$ cat config.mk
export PLATFORM = sky130hd
export DESIGN_NAME = data_mem_access_sequencer
export DESIGN_NICKNAME = d
export VERILOG_FILES = /design/src/rtl/data_mem_access_sequencer.sv
export SDC_FILE = /design/constraint.sdc
export NUM_CORES = 1
export LEC_CHECK = 0
export ABC_CLOCK_PERIOD_IN_PS = 4800
export CAP_MARGIN = 0
export CORE_ASPECT_RATIO = 0.7
export CORE_UTILIZATION = 40
export CTS_CLUSTER_SIZE = 20
export DETAILED_ROUTE_END_ITERATION = 16
export DONT_BUFFER_PORTS = 1
export HOLD_SLACK_MARGIN = 0.02
export PLACE_DENSITY = 0.66
export REMOVE_ABC_BUFFERS = 1
export SYNTH_ARGS = -nofsm -noshare
export SYNTH_HDL_FRONTEND = slang
export SYNTH_SLANG_ARGS = --single-unit
$ cat constraint.sdc
create_clock -name clk -period 4.8 [get_ports clk]
set_input_delay 0.96 -clock clk [delete_from_list [all_inputs] [get_ports clk]]
set_output_delay 0.96 -clock clk [all_outputs]
set_load 0.05 [all_outputs]
$ cat src/rtl/data_mem_access_sequencer.sv
// Load/store sequencer: turns byte/half/word accesses at any byte address into
// one or two aligned word accesses with byte enables, and extends load data.
module data_mem_access_sequencer #(
  parameter int ADDR_WIDTH = 32
) (
  input  logic                  clk,
  input  logic                  rst_n,
  // Handshake: a request is taken on the rising edge where req_valid & req_ready;
  // req_ready is high only in IDLE, and resp_valid is a single-cycle completion pulse.
  input  logic                  req_valid,
  output logic                  req_ready,
  input  logic                  req_we,
  input  logic [ADDR_WIDTH-1:0] req_addr,
  input  logic [1:0]            req_size,
  input  logic                  req_unsigned,
  input  logic [31:0]           req_wdata,
  output logic                  resp_valid,
  output logic [31:0]           resp_rdata,
  output logic                  resp_err,
  output logic [ADDR_WIDTH-3:0] mem_addr,
  output logic                  mem_re,
  output logic                  mem_we,
  output logic [3:0]            mem_be,
  output logic [31:0]           mem_wdata,
  input  logic [31:0]           mem_rdata,
  output logic [1:0]            dbg_state_o
);

  typedef enum logic [1:0] {S_IDLE = 2'd0, S_ACC0 = 2'd1, S_ACC1 = 2'd2, S_CAP = 2'd3} state_e;

  state_e                state_q, state_d;
  logic                  we_q, uns_q;
  logic [1:0]            size_q, off_q;
  logic [31:0]           wdata_q, lo_q;
  logic [ADDR_WIDTH-3:0] word_a_q;
  logic                  resp_valid_q, resp_valid_d;
  logic                  resp_err_q, resp_err_d;
  logic [31:0]           resp_rdata_q, resp_rdata_d;

  logic                  accept;
  logic [2:0]            nbytes;
  logic                  split;
  logic [7:0]            mask;
  logic [63:0]           wdata_sh;
  logic [63:0]           word64;
  logic [31:0]           ld_word, ld_ext;

  assign req_ready   = (state_q == S_IDLE);
  assign accept      = req_valid & req_ready;
  assign resp_valid  = resp_valid_q;
  assign resp_err    = resp_err_q;
  assign resp_rdata  = resp_rdata_q;
  assign dbg_state_o = state_q;

  // Everything below works only from latched request fields, never from req_*.
  always_comb begin
    nbytes = 3'd0;
    mask   = 8'h00;
    case (size_q)
      2'b00:   begin nbytes = 3'd1; mask = 8'h01; end
      2'b01:   begin nbytes = 3'd2; mask = 8'h03; end
      2'b10:   begin nbytes = 3'd4; mask = 8'h0f; end
      default: begin nbytes = 3'd0; mask = 8'h00; end
    endcase
    mask     = mask << off_q;
    split    = ({1'b0, off_q} + nbytes) > 3'd4;
    wdata_sh = {32'b0, wdata_q} << {off_q, 3'b000};
    word64   = split ? {mem_rdata, lo_q} : {32'b0, mem_rdata};
    ld_word  = 32'(word64 >> {off_q, 3'b000});
    ld_ext   = 32'b0;
    case (size_q)
      2'b00:   ld_ext = uns_q ? {24'b0, ld_word[7:0]}  : {{24{ld_word[7]}}, ld_word[7:0]};
      2'b01:   ld_ext = uns_q ? {16'b0, ld_word[15:0]} : {{16{ld_word[15]}}, ld_word[15:0]};
      2'b10:   ld_ext = ld_word;
      default: ld_ext = 32'b0;
    endcase
  end

  always_ff @(posedge clk or negedge rst_n) begin
    if (!rst_n) state_q <= S_IDLE;
    else        state_q <= state_d;
  end

  always_comb begin
    state_d = state_q;
    case (state_q)
      S_IDLE:  if (accept && req_size != 2'b11) state_d = S_ACC0;
      S_ACC0:  state_d = split ? S_ACC1 : (we_q ? S_IDLE : S_CAP);
      S_ACC1:  state_d = we_q ? S_IDLE : S_CAP;
      S_CAP:   state_d = S_IDLE;
      default: state_d = S_IDLE;
    endcase
  end

  always_comb begin
    mem_addr     = word_a_q;
    mem_re       = 1'b0;
    mem_we       = 1'b0;
    mem_be       = 4'b0000;
    mem_wdata    = wdata_sh[31:0];
    resp_valid_d = 1'b0;
    resp_err_d   = 1'b0;
    resp_rdata_d = resp_rdata_q;
    case (state_q)
      S_IDLE: begin
        if (accept && req_size == 2'b11) begin
          resp_valid_d = 1'b1;
          resp_err_d   = 1'b1;
          resp_rdata_d = 32'b0;
        end
      end
      S_ACC0: begin
        if (we_q) begin
          mem_we = 1'b1;
          mem_be = mask[3:0];
          if (!split) begin
            resp_valid_d = 1'b1;
            resp_rdata_d = 32'b0;
          end
        end else begin
          mem_re = 1'b1;
        end
      end
      S_ACC1: begin
        mem_addr  = word_a_q + (ADDR_WIDTH-2)'(1);
        mem_wdata = wdata_sh[63:32];
        if (we_q) begin
          mem_we       = 1'b1;
          mem_be       = mask[7:4];
          resp_valid_d = 1'b1;
          resp_rdata_d = 32'b0;
        end else begin
          mem_re = 1'b1;
        end
      end
      S_CAP: begin
        resp_valid_d = 1'b1;
        resp_rdata_d = ld_ext;
      end
      default: ;
    endcase
  end

  always_ff @(posedge clk or negedge rst_n) begin
    if (!rst_n) begin
      we_q         <= 1'b0;
      uns_q        <= 1'b0;
      size_q       <= 2'b00;
      off_q        <= 2'b00;
      wdata_q      <= 32'b0;
      word_a_q     <= '0;
      lo_q         <= 32'b0;
      resp_valid_q <= 1'b0;
      resp_err_q   <= 1'b0;
      resp_rdata_q <= 32'b0;
    end else begin
      if (accept) begin
        we_q     <= req_we;
        uns_q    <= req_unsigned;
        size_q   <= req_size;
        off_q    <= req_addr[1:0];
        wdata_q  <= req_wdata;
        word_a_q <= req_addr[ADDR_WIDTH-1:2];
      end
      // In ACC1 of a load, mem_rdata carries the word-A data read in ACC0.
      if (state_q == S_ACC1 && !we_q) lo_q <= mem_rdata;
      resp_valid_q <= resp_valid_d;
      resp_err_q   <= resp_err_d;
      resp_rdata_q <= resp_rdata_d;
    end
  end

endmodule

# After elaboration in Yosys (flattened, before gate mapping)
# Cells that the tools add are included.
dict set report op_classes {
  reduce_logical 8
  bitwise 1
  n_addsub 2
  n_eq_ne 12
  shift 3
  magnitude_cmp 1
  muxes 29
}
# cell count
set op_table {}
lappend op_table {{$mux W32} 7}
lappend op_table {{$pmux W32 S4} 1}
lappend op_table {{$pmux W32 S3} 1}
lappend op_table {{$mux W64} 1}
lappend op_table {{$shl A32 B5 Y64} 1}
lappend op_table {{$shr A64 B5 Y32} 1}
lappend op_table {{$add A30 B1 Y30 const B} 1}
lappend op_table {{$mux W30} 1}
lappend op_table {{$pmux W4 S3} 1}
lappend op_table {{$pmux W3 S3} 1}
lappend op_table {{$eq A2 B2 Y1 const B} 4}
lappend op_table {{$mux W1} 8}
lappend op_table {{$mux W4} 2}
lappend op_table {{$ne A2 B2 Y1 const B} 4}
lappend op_table {{$pmux W2 S4} 1}
lappend op_table {{$pmux W4 S2} 1}
lappend op_table {{$shl A8 B2 Y8} 1}
lappend op_table {{$mux W2} 3}
lappend op_table {{$eq A2 B1 Y1 const B} 2}
lappend op_table {{$logic_not A2 Y1} 2}
lappend op_table {{$ne A2 B1 Y1 const B} 2}
lappend op_table {{$pmux W1 S4} 1}
lappend op_table {{$reduce_and A4 Y1} 1}
lappend op_table {{$add A2 B3 Y3} 1}
lappend op_table {{other kinds (5)} 7}
dict set report totals {
  inputBits 103
  ff_bits 136
}

# Longest topological paths before layout
# Gate-level depths: netlist (run 1).
dict set report logic_depth {
  depth_word 9
  ltp_mapped 14
  mapped_depth_nobuf 10
}

# Worst setup path after synthesis (run 1)
# OpenSTA, ideal clock, no wires.
dict set report synth_path {
  path_kind {reg2out}
  start {reg state_q[0], in the netlist dbg_state_o[0]}
  end {out mem_wdata[22]}
  path_slack_ps 861
  required_time_ps 3840
  path_stages_with_launch 8
  arrival_time_ps 2979
  cell_sequence {dfrtp_1 inv_1 ha_1 clkbuf_1 or2_2 clkbuf_1 clkbuf_1 o21ai_0}
}
dict set report synth_between {
  elab_chain_len 2
}
# element line_no
set synth_lines {}
lappend synth_lines {{start: declaration} 31} ;# state_e state_q, state_d;
lappend synth_lines {{start signal: assignment} 81} ;# else state_q <= state_d;
lappend synth_lines {{$eq A2 B2 Y1} 104} ;# case (state_q)
lappend synth_lines {{$mux W32} 104}
lappend synth_lines {{end: declaration} 24} ;# output logic [31:0] mem_wdata,
# No other way between the ends.

# Final worst setup path (run 1)
dict set report layout_path {
  start {reg state_q[0], in the netlist dbg_state_o[0]}
  end {out mem_addr[22]}
}
dict set report layout_between {
  elab_chain_len 2
}
# element line_no
set layout_lines {}
lappend layout_lines {{$eq A2 B2 Y1} 104}
lappend layout_lines {{$mux W30} 104}
lappend layout_lines {{end: declaration} 20} ;# output logic [ADDR_WIDTH-3:0] mem_addr,
# No other way between the ends.

==> results.toml, run 1 <==
[logic_synthesis]
syn_area_um2 = 8258
synth_flop_cell = "dfrtp_1"
synth-seq-cells = 136
synthTopCellsByArea = "dfrtp_1 (41%), mux2_2 (16%), mux4_2 (5.2%)"
synth_top_cell_by_area = "dfrtp_1"
synthCells = 741
ys_seq_area_share_pct = 41.21
ys_warn_count = 0
synth_cell_types = 53
async_flop_share_pct = 100.0
avgSynthCellArea_um2 = 11.14
synth-edff-count = 0
synth_top_cell_area_share_pct = 41.21

[global_routing]
grt_pass1_vias = 6170
antenna_found_initial = 1
gr-total-overflow = 0
grt_start_max_net_pins = 137
grt_use_total_pct = 21.73
grt_pass1_wl_um = 35610

[setup_path]
rr_startpoint = "size_q[1]"
crit_slowest_cell = "dfrtp_1"
critical_path.top_delay_family = "simple AND/OR/NAND/NOR gates"
cp_data_arrival_time_ns = 3.36
crit_fanout = 11
required_ns = 3.84
path_cells = "inv_1 > ha_1 > nand2_1 > nor4_1 > buf_4 > and4_1 > nand2_1 > xnor2_1 > buf_4"
path_class = "flip-flop to output pin"
cp_slowest_stage_delay_ns = 0.59
cp-start-kind = "flip-flop"
rr_endpoint = "resp_rdata[19]"
reg2reg_depth = 11
reg2reg_slack_ns = 1.05
end_kind = "output pin"
cp.buffers_inverters = 3

[clocking]
cts-resized-gates = 0
numCtsBuffers = 17
clock_latency_ns = 0.42
h-tree-depth = 4
hold_buffers = 0
clkSinkCount = 136
cts-root-buf = "clkbuf_16"
cts_tree = "built"
clk_pin_slew_worst_paths_ns = 0.07
post_cts_buffers = 0
clockBufferDepth = 2

[timing]
slew_viol_final = 0
setup_viol = 0
slew_headroom_pct = 19.06
max_freq_ghz = 0.2314
rsz0062_at_grt = "no"
min_period_ns = 4.321
fin_skew_ns = 0.006980
hold_violations = 0
fin_crit_sh_pct = 90.02
worst_pin_slew_ns = 1.211

[placed_design]
routabilityCongestion = 0.8052
port_buffers = 0
hpwlAfterDp_um = 15950

[run_status]
status = "finished clean"

[drt]
routed_wirelength_um = 22990
drt_first_pass_iters = 5
drt_iter0_drc = 503
via_count = 6329
ant_nets = 0
drc_errors = 0
wl_per_cell_um = 21.72
routed_via_density = 5.982

[die]
dieArea_um2 = 21230
core-area_um2 = 20010
ios = 208
die_y_um = 122.2
die_x_um = 173.7
rows = 43
start_util_pct = 41.26

[cells_and_area]
synthToLayoutAreaGrowth_pct = 16.14
final_cell_mix = "dfrtp_1 (135), mux2_2 (117), buf_4 (76)"
nets = 891
fillerInstances = 1805
drive_gt1_share_pct = 33.67
final_common_cell = "dfrtp_1"
final_util_pct = 47.92

[flow_run]
max_cap_violations = 0

[hold_path]
min_path_type = "primary input to asynchronous set/reset pin"
==> registers in the layout, indices dropped and copies added (netlist names) <==
name and count:
size_q 2, we_q 1, resp_err 1, resp_valid 1, resp_rdata 32, wdata_q 32
word_a_q 30, dbg_state_o 2, off_q 2, lo_q 32, uns_q 1
==> metrics by stage <==
stage | hold WS, ns | setup TNS (ns) | cells | instance area [µm²] | setup slack (ns)
2_1_floorplan | 0.4740 | -35.79 | 680 | 8000 | -1.160
3_3_place_gp | 0.4817 | 0 | 1026 | 8965 | 1.006
3_5_place_dp | 0.4902 | 0 | 1026 | 8965 | 0.8979
4_1_cts | 0.2102 | 0 | 1057 | 9588 | 0.4165
5_1_grt | 0.2006 | 0 | 1057 | 9588 | 0.1719
6_report | 0.2267 | 0 | 1058 | 9590 | 0.4792
==> synth_stat cells (all sizes together) (17+ instances only) <==
cell type and number:
a22oi 22, buf 29, clkbuf 32, dfrtp 136, mux2 117, mux2i 30
mux4 23, nand2 62, nand3 43, nand4 21, o211ai 17, o21ai 26
xnor2 25
==> worst reg2reg max path: stages, from the launching register on <==
cell and delay (ns):
dfrtp_1 0.44, inv_1 0.14, ha_1 0.17, ha_1 0.14, inv_1 0.05, fa_1 0.45, xnor2_2 0.51, nand2_1 0.48
nor3_1 0.78, buf_4 0.28, a222oi_1 0.09, nand3_1 0.16
==> routing by layer <==
layer | wire length [µm] | part of all wire [%] | vias up | track usage [%]
li1 | - | - | 2892 | -
met2 | 9968 | 43 | 239 | 31.32
met1 | 10490 | 46 | 3179 | 30.65
met4 | 179 | 0.78 | 0 | 4.879
met3 | 2350 | 10 | 19 | 8.457
met5 | 0 | 0 | - | 0
==> area by class of cell <==
type                       count  area [µm²]  area share, %
inverter                       7       26.28         0.2740
tap                          270       337.8          3.523
clock inverter                14       197.7          2.061
clock buffer                  17       425.4          4.436
sequential                   136        3407          35.53
multi-input combinational    537        4623          48.21
antenna                        1       2.502        0.02609
timing repair buffer          76       570.5          5.949
==> logic make-up after synthesis <==
kind of cell | synth area share (%)
and+or+nand+nor | 13.44
xor gates and xnor gates | 3.470
buffers and inverters | 3.439
muxes | 26.05
DFF | 41.21
adders and majority gates | 2.061
AOI/OAI and AO/OA | 10.33
==> worst max path at each step <==
stage	slack [ns]	cells after the start	start	end
final	0.48	9	dbg_state_o[0]	mem_addr[22]
after global routing	0.17	9	dbg_state_o[0]	mem_addr[22]
after CTS	0.42	9	dbg_state_o[0]	mem_addr[22]
after detailed placement	0.90	9	dbg_state_o[0]	mem_addr[22]
after global placement	1.01	8	dbg_state_o[1]	mem_addr[22]
after floorplan	-1.16	8	off_q[0]	resp_rdata[15]
Power of run 1 is left out: the tool's default activity adds up to more than one toggle a clock period on the data nets, which glitch-free logic cannot reach.
==> run 2: changes to the inputs <==
--- a/config.mk
+++ b/config.mk
@@ -11,9 +11,8 @@
 export CORE_UTILIZATION = 40
 export CTS_CLUSTER_SIZE = 20
 export DETAILED_ROUTE_END_ITERATION = 16
-export DONT_BUFFER_PORTS = 1
 export HOLD_SLACK_MARGIN = 0.02
-export PLACE_DENSITY = 0.66
+export PLACE_DENSITY = 0.67
 export REMOVE_ABC_BUFFERS = 1
 export SYNTH_ARGS = -nofsm -noshare
 export SYNTH_HDL_FRONTEND = slang
==> run 2 against run 1 <==
  * Die area unchanged
  * Routed wire length up 4.1%
  * Final cell count up 14%
  * Register-to-register slack worse by 0.14 ns
  * Sequential cell count unchanged
  * First-iteration DRC count up 16%
  * Sequential share of layout area down 5.5 points
  * Cell area up 18%
  * Worst setup slack better by 0.046 ns
  * Critical path depth down 2
==> results.toml, run 2 (synthesized netlist as in run 1, its figures left out) <==
[placed_design]
dpl_worst_slack_ns = 0.9475
post-place-cells = 1179
port_buffers = 207
routabilityCongestion = 0.8066
placedInstanceArea_um2 = 10720
hpwlAfterDp_um = 16420

[die]
rows = 43
ios = 208
core-area_um2 = 20010
start_util_pct = 41.26
die_y_um = 122.2
dieArea_um2 = 21230
die_x_um = 173.7

[global_routing]
antenna_found_initial = 0
grt_start_max_net_pins = 73
grt_use_total_pct = 23.03
grt_pass1_vias = 6774
top_usage_layer = "met2"
gr-usage-met3_pct = 6.722
grt_pass1_wl_um = 37640
grt_util_met2_pct = 34.65
gr-total-overflow = 0
grtUsageMet1_pct = 31.86

[timing]
hold_violations = 0
max_freq_ghz = 0.2339
worst_pin_slew_ns = 1.163
slew_headroom_pct = 21.81
setup_viol = 0
fin_ws_ns = 0.5248
min_period_ns = 4.275
rsz0062_at_grt = "no"
slew_viol_final = 0
fin_crit_sh_pct = 89.07
fin_skew_ns = 0.008816

[clocking]
cts-root-buf = "clkbuf_16"
hold_buffers = 0
h-tree-depth = 4
clk_pin_slew_worst_paths_ns = 0.07
clock_latency_ns = 0.42
post_cts_buffers = 0
cts_tree = "built"
cts-resized-gates = 0
clockBufferDepth = 2
numCtsBuffers = 17
clkSinkCount = 136

[hold_path]
min_path_type = "flip-flop to flip-flop"

[cells_and_area]
final_common_cell = "clkdlybuf4s50_1"
design_area_um2 = 11340
nets = 1044
n_antenna_cell = 0
finalNonFillerCells = 1211
drive_gt1_share_pct = 23.80
synthToLayoutAreaGrowth_pct = 37.29
final_cell_mix = "clkdlybuf4s50_1 (186), dfrtp_1 (135), mux2_2 (117)"

[setup_path]
crit_fanout = 16
end_kind = "output pin"
cp_data_arrival_time_ns = 3.32
path_class = "flip-flop to output pin"
cp-start-kind = "flip-flop"
required_ns = 3.84

[drt]
drc_errors = 0
drt_first_pass_iters = 5
ant_nets = 0
via_count = 6918
wl_per_cell_um = 19.77
routed_via_density = 5.713
drt_iter0_drc = 582
routed_wirelength_um = 23940

[power_and_ir_drop]
power_density_nw_per_um2 = 864.7
ir_drop_uv = 520.6
static-leakage-power_nw = 4.646

[flow_run]
max_cap_violations = 0

[run_status]
status = "finished clean"
run 2: final cells by class:
type,count,area (µm²)
clock buffer,17,425.4
tap,270,337.8
inverter,7,26.28
sequential,136,3407
timing repair buffer,229,2376
clock inverter,15,191.4
multi-input combinational,537,4573
fill,1730,8677
run 2: worst paths after layout:
check	from	end	cells past startpoint	slack, ns
max	dbg_state_o[0]	mem_wdata[4]	7	0.52
min	resp_rdata[2]	resp_rdata[2]	2	0.47
max reg2reg	off_q[0]	resp_rdata[21]	9	0.91
min reg2reg	resp_rdata[2]	resp_rdata[2]	2	0.47
max in group asynchronous	rst_n	word_a_q[15]	2	3.29
min in group asynchronous	rst_n	wdata_q[20]	1	0.54
run 2: metrics by stage:
stage	total power, W	hold WS (ns)	util (%)	TNS [ns]
2_1_floorplan	0.006376	0.4740	-	-35.79
3_3_place_gp	0.008337	0.4529	53.56	0
3_5_place_dp	0.008401	0.4560	53.56	0
4_1_cts	0.009830	0.4706	56.65	0
5_1_grt	0.01032	0.5008	56.65	0
6_report	0.009803	0.4663	56.65	0
run 2: routing by layer:
metal  part of all wire [%]  routed length [µm]
met1                     46               10890
met5                      0                   0
met4                    2.0                 484
met2                     44               10590
met3                    8.2                1968
run 2: critical path, cell delays in order (launching register included):
cell             delay, ns
dfrtp_1               0.41
inv_1                 0.11
ha_1                  0.65
and2_1                0.49
a22o_1                0.25
nand2_1               0.05
o21ai_0               0.09
clkdlybuf4s50_1       0.83
run 2: report_power, final:
group          internal [W]  switching (W)  leakage (nW)
logic               0.00253        0.00370          2.67
clock network      0.000831       0.000561         0.302
registers           0.00166       0.000518          1.67
Note: power is estimated with default switching activity, not from simulation.
==> run 3: changes to the inputs <==
--- a/config.mk
+++ b/config.mk
@@ -14,6 +14,7 @@
 export HOLD_SLACK_MARGIN = 0.02
 export PLACE_DENSITY = 0.67
 export REMOVE_ABC_BUFFERS = 1
+export SLEW_MARGIN = 20
 export SYNTH_ARGS = -nofsm -noshare
 export SYNTH_HDL_FRONTEND = slang
 export SYNTH_SLANG_ARGS = --single-unit
==> run 3 against run 2 <==
  * Clock skew rose by 0.0013 ns
  * Die area did not move
  * Cell area rose by 0.22%
  * Sequential power barely moved
  * Critical path type unchanged
==> results.toml, run 3 (synthesized netlist as in run 1, its figures left out) <==
[run_status]
status = "finished clean"

[cells_and_area]
final_util_pct = 56.77
finalNonFillerCells = 1211
drive_gt1_share_pct = 23.80
final_cell_mix = "clkdlybuf4s50_1 (186), dfrtp_1 (135), mux2_2 (117)"
final_common_cell = "clkdlybuf4s50_1"
n_antenna_cell = 0
nets = 1044
synthToLayoutAreaGrowth_pct = 37.59

[timing]
fin_crit_sh_pct = 87.84
setup_viol = 0
timing.hold.ws_ns = 0.4631
worst_pin_slew_ns = 1.114
fin_skew_ns = 0.01016
rsz0062_at_grt = "no"
min_period_ns = 4.216
tns_ns = 0
max_freq_ghz = 0.2372
hold_violations = 0
slew_viol_final = 0
slew_headroom_pct = 25.54

[drt]
drc_errors = 0
ant_nets = 0
wl_per_cell_um = 19.86
routed_via_density = 5.684
drt_first_pass_iters = 6
via_count = 6883
routed_wirelength_um = 24050
drt_iter0_drc = 495

[setup_path]
path_class = "flip-flop to output pin"
cp_data_arrival_time_ns = 3.26
reg2reg_slack_ns = 0.96
cp-start-kind = "flip-flop"
crit_fanout = 16
end_kind = "output pin"
required_ns = 3.84

[clocking]
clockBufferDepth = 2
clock_latency_ns = 0.42
hold_buffers = 0
clk_pin_slew_worst_paths_ns = 0.06
h-tree-depth = 4
cts-resized-gates = 0
clkSinkCount = 136
post_cts_buffers = 0
cts_tree = "built"
cts-root-buf = "clkbuf_16"
numCtsBuffers = 17

[power_and_ir_drop]
clkPwrFrac_pct = 14.3
swShare_pct = 48.57
ir_drop_uv = 455.6
internal-power_w = 0.005058
p_seq_share_pct = 22.2
combinationalPowerShare_pct = 63.5
power_density_nw_per_um2 = 865.6
static-leakage-power_nw = 4.648
power_switching_w = 0.004778

[die]
ios = 208
die_x_um = 173.7
dieArea_um2 = 21230
start_util_pct = 41.26
core-area_um2 = 20010
die_y_um = 122.2
rows = 43

[global_routing]
grt_pass1_vias = 6771
grt_start_max_net_pins = 73
grt_use_total_pct = 23.09
gr-total-overflow = 0
grt_pass1_wl_um = 37920
antenna_found_initial = 1

[hold_path]
min_path_type = "flip-flop to flip-flop"

[flow_run]
max_cap_violations = 0

[placed_design]
port_buffers = 207
post-place-cells = 1179
hpwlAfterDp_um = 16420
routabilityCongestion = 0.8066
==> run 3: cell types whose count changed in the layout (fill, tap and decap cells not counted), sizes merged <==
cell	change
clkbuf	+3
inv	-4
clkinvlp	+1
==> run 3: cell type report <==
| cell class | count | area [µm²] |
|---|---|---|
| clock buffers | 20 | 466.7 |
| clock inverters | 12 | 166.4 |
| fillers | 1730 | 8652 |
| inverters | 7 | 26.28 |
| multi-input cells | 537 | 4582 |
| flip-flops and latches | 136 | 3407 |
| well taps | 270 | 337.8 |
| repair buffers | 229 | 2376 |
==> run 3: through the flow <==
stage	instance area, µm²	power [W]	setup WS (ns)
floorplan	8000	0.006376	-1.160
global placement	10720	0.008337	1.057
detailed placement	10730	0.008410	0.9622
CTS	11360	0.009852	0.5167
global route	11360	0.01036	0.3196
finish	11360	0.009836	0.5837
==> run 3: path summary, 6_finish.rpt <==
check,from,to,cells past startpoint
setup reg to reg,off_q[0],resp_rdata[15],10
hold / removal,resp_rdata[2],resp_rdata[2],2
max in group asynchronous,rst_n,word_a_q[4],2
setup / recovery,dbg_state_o[0],mem_wdata[22],7
min in group asynchronous,rst_n,wdata_q[20],1
hold reg to reg,resp_rdata[2],resp_rdata[2],2
==> run 3: power groups by stage <==
stage / Clock, W / Sequential [W] / Combinational (W)
after floorplan: 0 / 0.00240 / 0.00398
after global placement: 0 / 0.00217 / 0.00616
after detailed placement: 0 / 0.00219 / 0.00622
after CTS: 0.00143 / 0.00218 / 0.00625
after global routing: 0.00148 / 0.00227 / 0.00661
final: 0.00140 / 0.00219 / 0.00624
==> run 3: worst max-delay path, stage by stage (launching register included) <==
cell and delay, ns:
dfrtp_1 0.41, inv_1 0.12, ha_1 0.61, and2_1 0.48, a22o_1 0.23, nand2_1 0.05
o21ai_0 0.11, clkdlybuf4s50_1 0.83
==> run 3: per-layer routing <==
| metal | up-vias | track usage (%) | part of all wire [%] |
|---|---|---|---|
| li1 | 3179 | - | - |
| met1 | 3421 | 33.17 | 47 |
| met2 | 259 | 34.50 | 44 |
| met3 | 22 | 5.824 | 7.8 |
| met4 | 2 | 6.469 | 1.3 |
| met5 | - | 0 | 0.054 |
==> variant (flow settings as in run 2) <==
Set the parameter `ADDR_WIDTH` to 24 (it was 32).
--- a/src/rtl/data_mem_access_sequencer.sv
+++ b/src/rtl/data_mem_access_sequencer.sv
@@ -1,7 +1,7 @@
 // Load/store sequencer: turns byte/half/word accesses at any byte address into
 // one or two aligned word accesses with byte enables, and extends load data.
 module data_mem_access_sequencer #(
-  parameter int ADDR_WIDTH = 32
+  parameter int ADDR_WIDTH = 24
 ) (
   input  logic                  clk,
   input  logic                  rst_n,
Interface: changed (resized mem_addr and req_addr); port bits go from 208 to 192. No check against the original RTL was run, so the function may have changed too.
==> variant against run 2 <==
Synthesized area down 6.5%. Total power down 8.6%. Worst setup slack better by 51 ps. Critical endpoint is now mem_addr[12]. First-iteration DRC count down 50%. Fmax up 1.2%. Via count down 10%. Wire length down 10%. Global-route usage down 0.64 points. Design area down 8.3%. Sequential cell count down 8.
==> variant: results (changes against run 2) <==
- Total gr overflow: 0 (unchanged)
- Place WS: 1000 ps (was 948 ps)
- H-tree depth: 4 (unchanged)
- Port buffer count: 191 (was 207)
- Share of post-route cells with drive strength above 1: 23.8% (about the same)
- Status: complete, no violations (unchanged)
- Register area share after synthesis: 41.5% (was 41.2%)
- Routed WL: 21.5 mm (was 23.9 mm)
- Final Net Count: 962 (was 1,044)
- Tot GR Track Use: 22.4% (was 23.0%)
- Commonest cells post-synth: dfrtp_1 (128), mux2_2 (97), nand2_1 (76) (was dfrtp_1 (136), mux2_2 (117), nand2_1 (62))
- Largest net degree at the start of global routing: 96 (was 73)
- CP max FO: 11 (was 16)
- Later-pin clock latency in the skew report: 410 ps
- Warnings from Yosys: 0 (unchanged)
- Pre-antenna DRT Iters: 5 (unchanged)
- RD Place Congestion: 0.801 (was 0.807)
- Unique cell type count in the Yosys netlist: 63 (was 53)
- Ys flop type: dfrtp_1 (unchanged)
- CTS resizes: 0 (unchanged)
- Synthesized area per cell: 11.4 sq um (was 11.1 sq um)
- Vias in the first global route: 6,269 (was 6,774)
- M1 GR Usage: 32.4% (was 31.9%)
- Async S/R FF share, synth: 100% (unchanged)
- Worst vdd ir: 0.512 mV (was 0.521 mV)
- Initial DRC Count: 290 (was 582)
- Worst-margin pin slew: 1060 ps (was 1160 ps)
- Hpwl dp: 15.1 mm (was 16.4 mm)
- Clock buffer count from CTS: 17 (unchanged)
- Synth area leaders: dfrtp_1 (41%), mux2_2 (14%), mux4_2 (6.7%), mux2i_1 (6.4%), nand2_1 (3.7%) (was dfrtp_1 (41%), mux2_2 (16%), mux4_2 (5.2%), mux2i_1 (3.6%), nand2_1 (2.8%))
- Static Leak: 4.28 nW (was 4.65 nW)
- Worst-path clk slew: 60 ps
- Worst min path class: flip-flop to flip-flop (unchanged)
- Met3 usage: 7.23% (was 6.72%)
- Max clock buf depth: 2 (unchanged)
- First-pass GRT wire length: 34.3 mm (was 37.6 mm)
- Placed cells: 1,077 (was 1,179)
- Antenna violations before repair: 0 (unchanged)
- Fin Clk Skew: 9.66 ps (was 8.82 ps)
- M2 GR Usage: 31.5% (was 34.7%)
- Routed via count: 6,220 (was 6,918)
- WL per Instance: 19.4 um (was 19.8 um)
- Root Driver: clkbuf_16 (unchanged)
- Diodes inserted: 0 (unchanged)
- Worst EP arrival: 3260 ps (was 3320 ps)
- Post-CTS setup repair buffer count: 0 (unchanged)
- Post-synth top area share: 41.5% (was 41.2%)
==> variant: worst paths after layout <==
| path | cells past startpoint | startpoint | endpoint | slack [ps] |
|---|---|---|---|---|
| max | 7 | dbg_state_o[0] | mem_addr[12] | 580 |
| min | 2 | resp_rdata[6] | resp_rdata[6] | 480 |
| max reg2reg | 9 | off_q[0] | resp_rdata[2] | 1360 |
| min reg2reg | 2 | resp_rdata[6] | resp_rdata[6] | 480 |
| max in group asynchronous | 2 | rst_n | wdata_q[31] | 3230 |
| min in group asynchronous | 1 | rst_n | resp_rdata[11] | 600 |
==> variant: power by group <==
group          internal [W]  switching (W)  total [W]
Clock              0.000698       0.000517    0.00122
Sequential          0.00156       0.000456    0.00202
Combinational       0.00231        0.00342    0.00573
Total               0.00457        0.00439    0.00896
==> variant: critical path, cell delays in order, from the launching register on <==
cell and delay, ps:
dfrtp_1 410, inv_1 110, ha_1 410, nand4_1 280, nor3_1 500, nand2_1 140
xnor2_1 170, clkdlybuf4s50_1 820
==> variant: cell families after synthesis <==
kind of cell,synth area share (%)
and+or+nand+nor,11.4
muxes,27.2
DFF,41.5
AOI/OAI and AO/OA,11.3
buffers and inverters,3.52
xor gates and xnor gates,2.80
adders and majority gates,2.20
==> variant: stage by stage <==
step | utilization (%) | cell area, sq um
finish | 54.9 | 10400
global route | 54.9 | 10400
CTS | 54.9 | 10400
detailed placement | 52.0 | 9840
global placement | 52.0 | 9840
floorplan | - | 7490
==> variant: final cells by class <==
cell class	count	area, sq um
flip-flops and latches	128	3210
multi-input cells	491	4250
inverters	11	41.3
fillers	1651	8520
clock buffers	19	453
well taps	242	303
repair buffers	205	2040
clock inverters	13	104
==> variant: per-layer routing <==
metal / routed length, um / share of wire (%) / up-vias
met4: 343 / 1.6 / 0
met2: 9050 / 42 / 197
li1: - / - / 2886
met5: 0 / 0 / -
met1: 10500 / 49 / 3108
met3: 1630 / 7.6 / 29
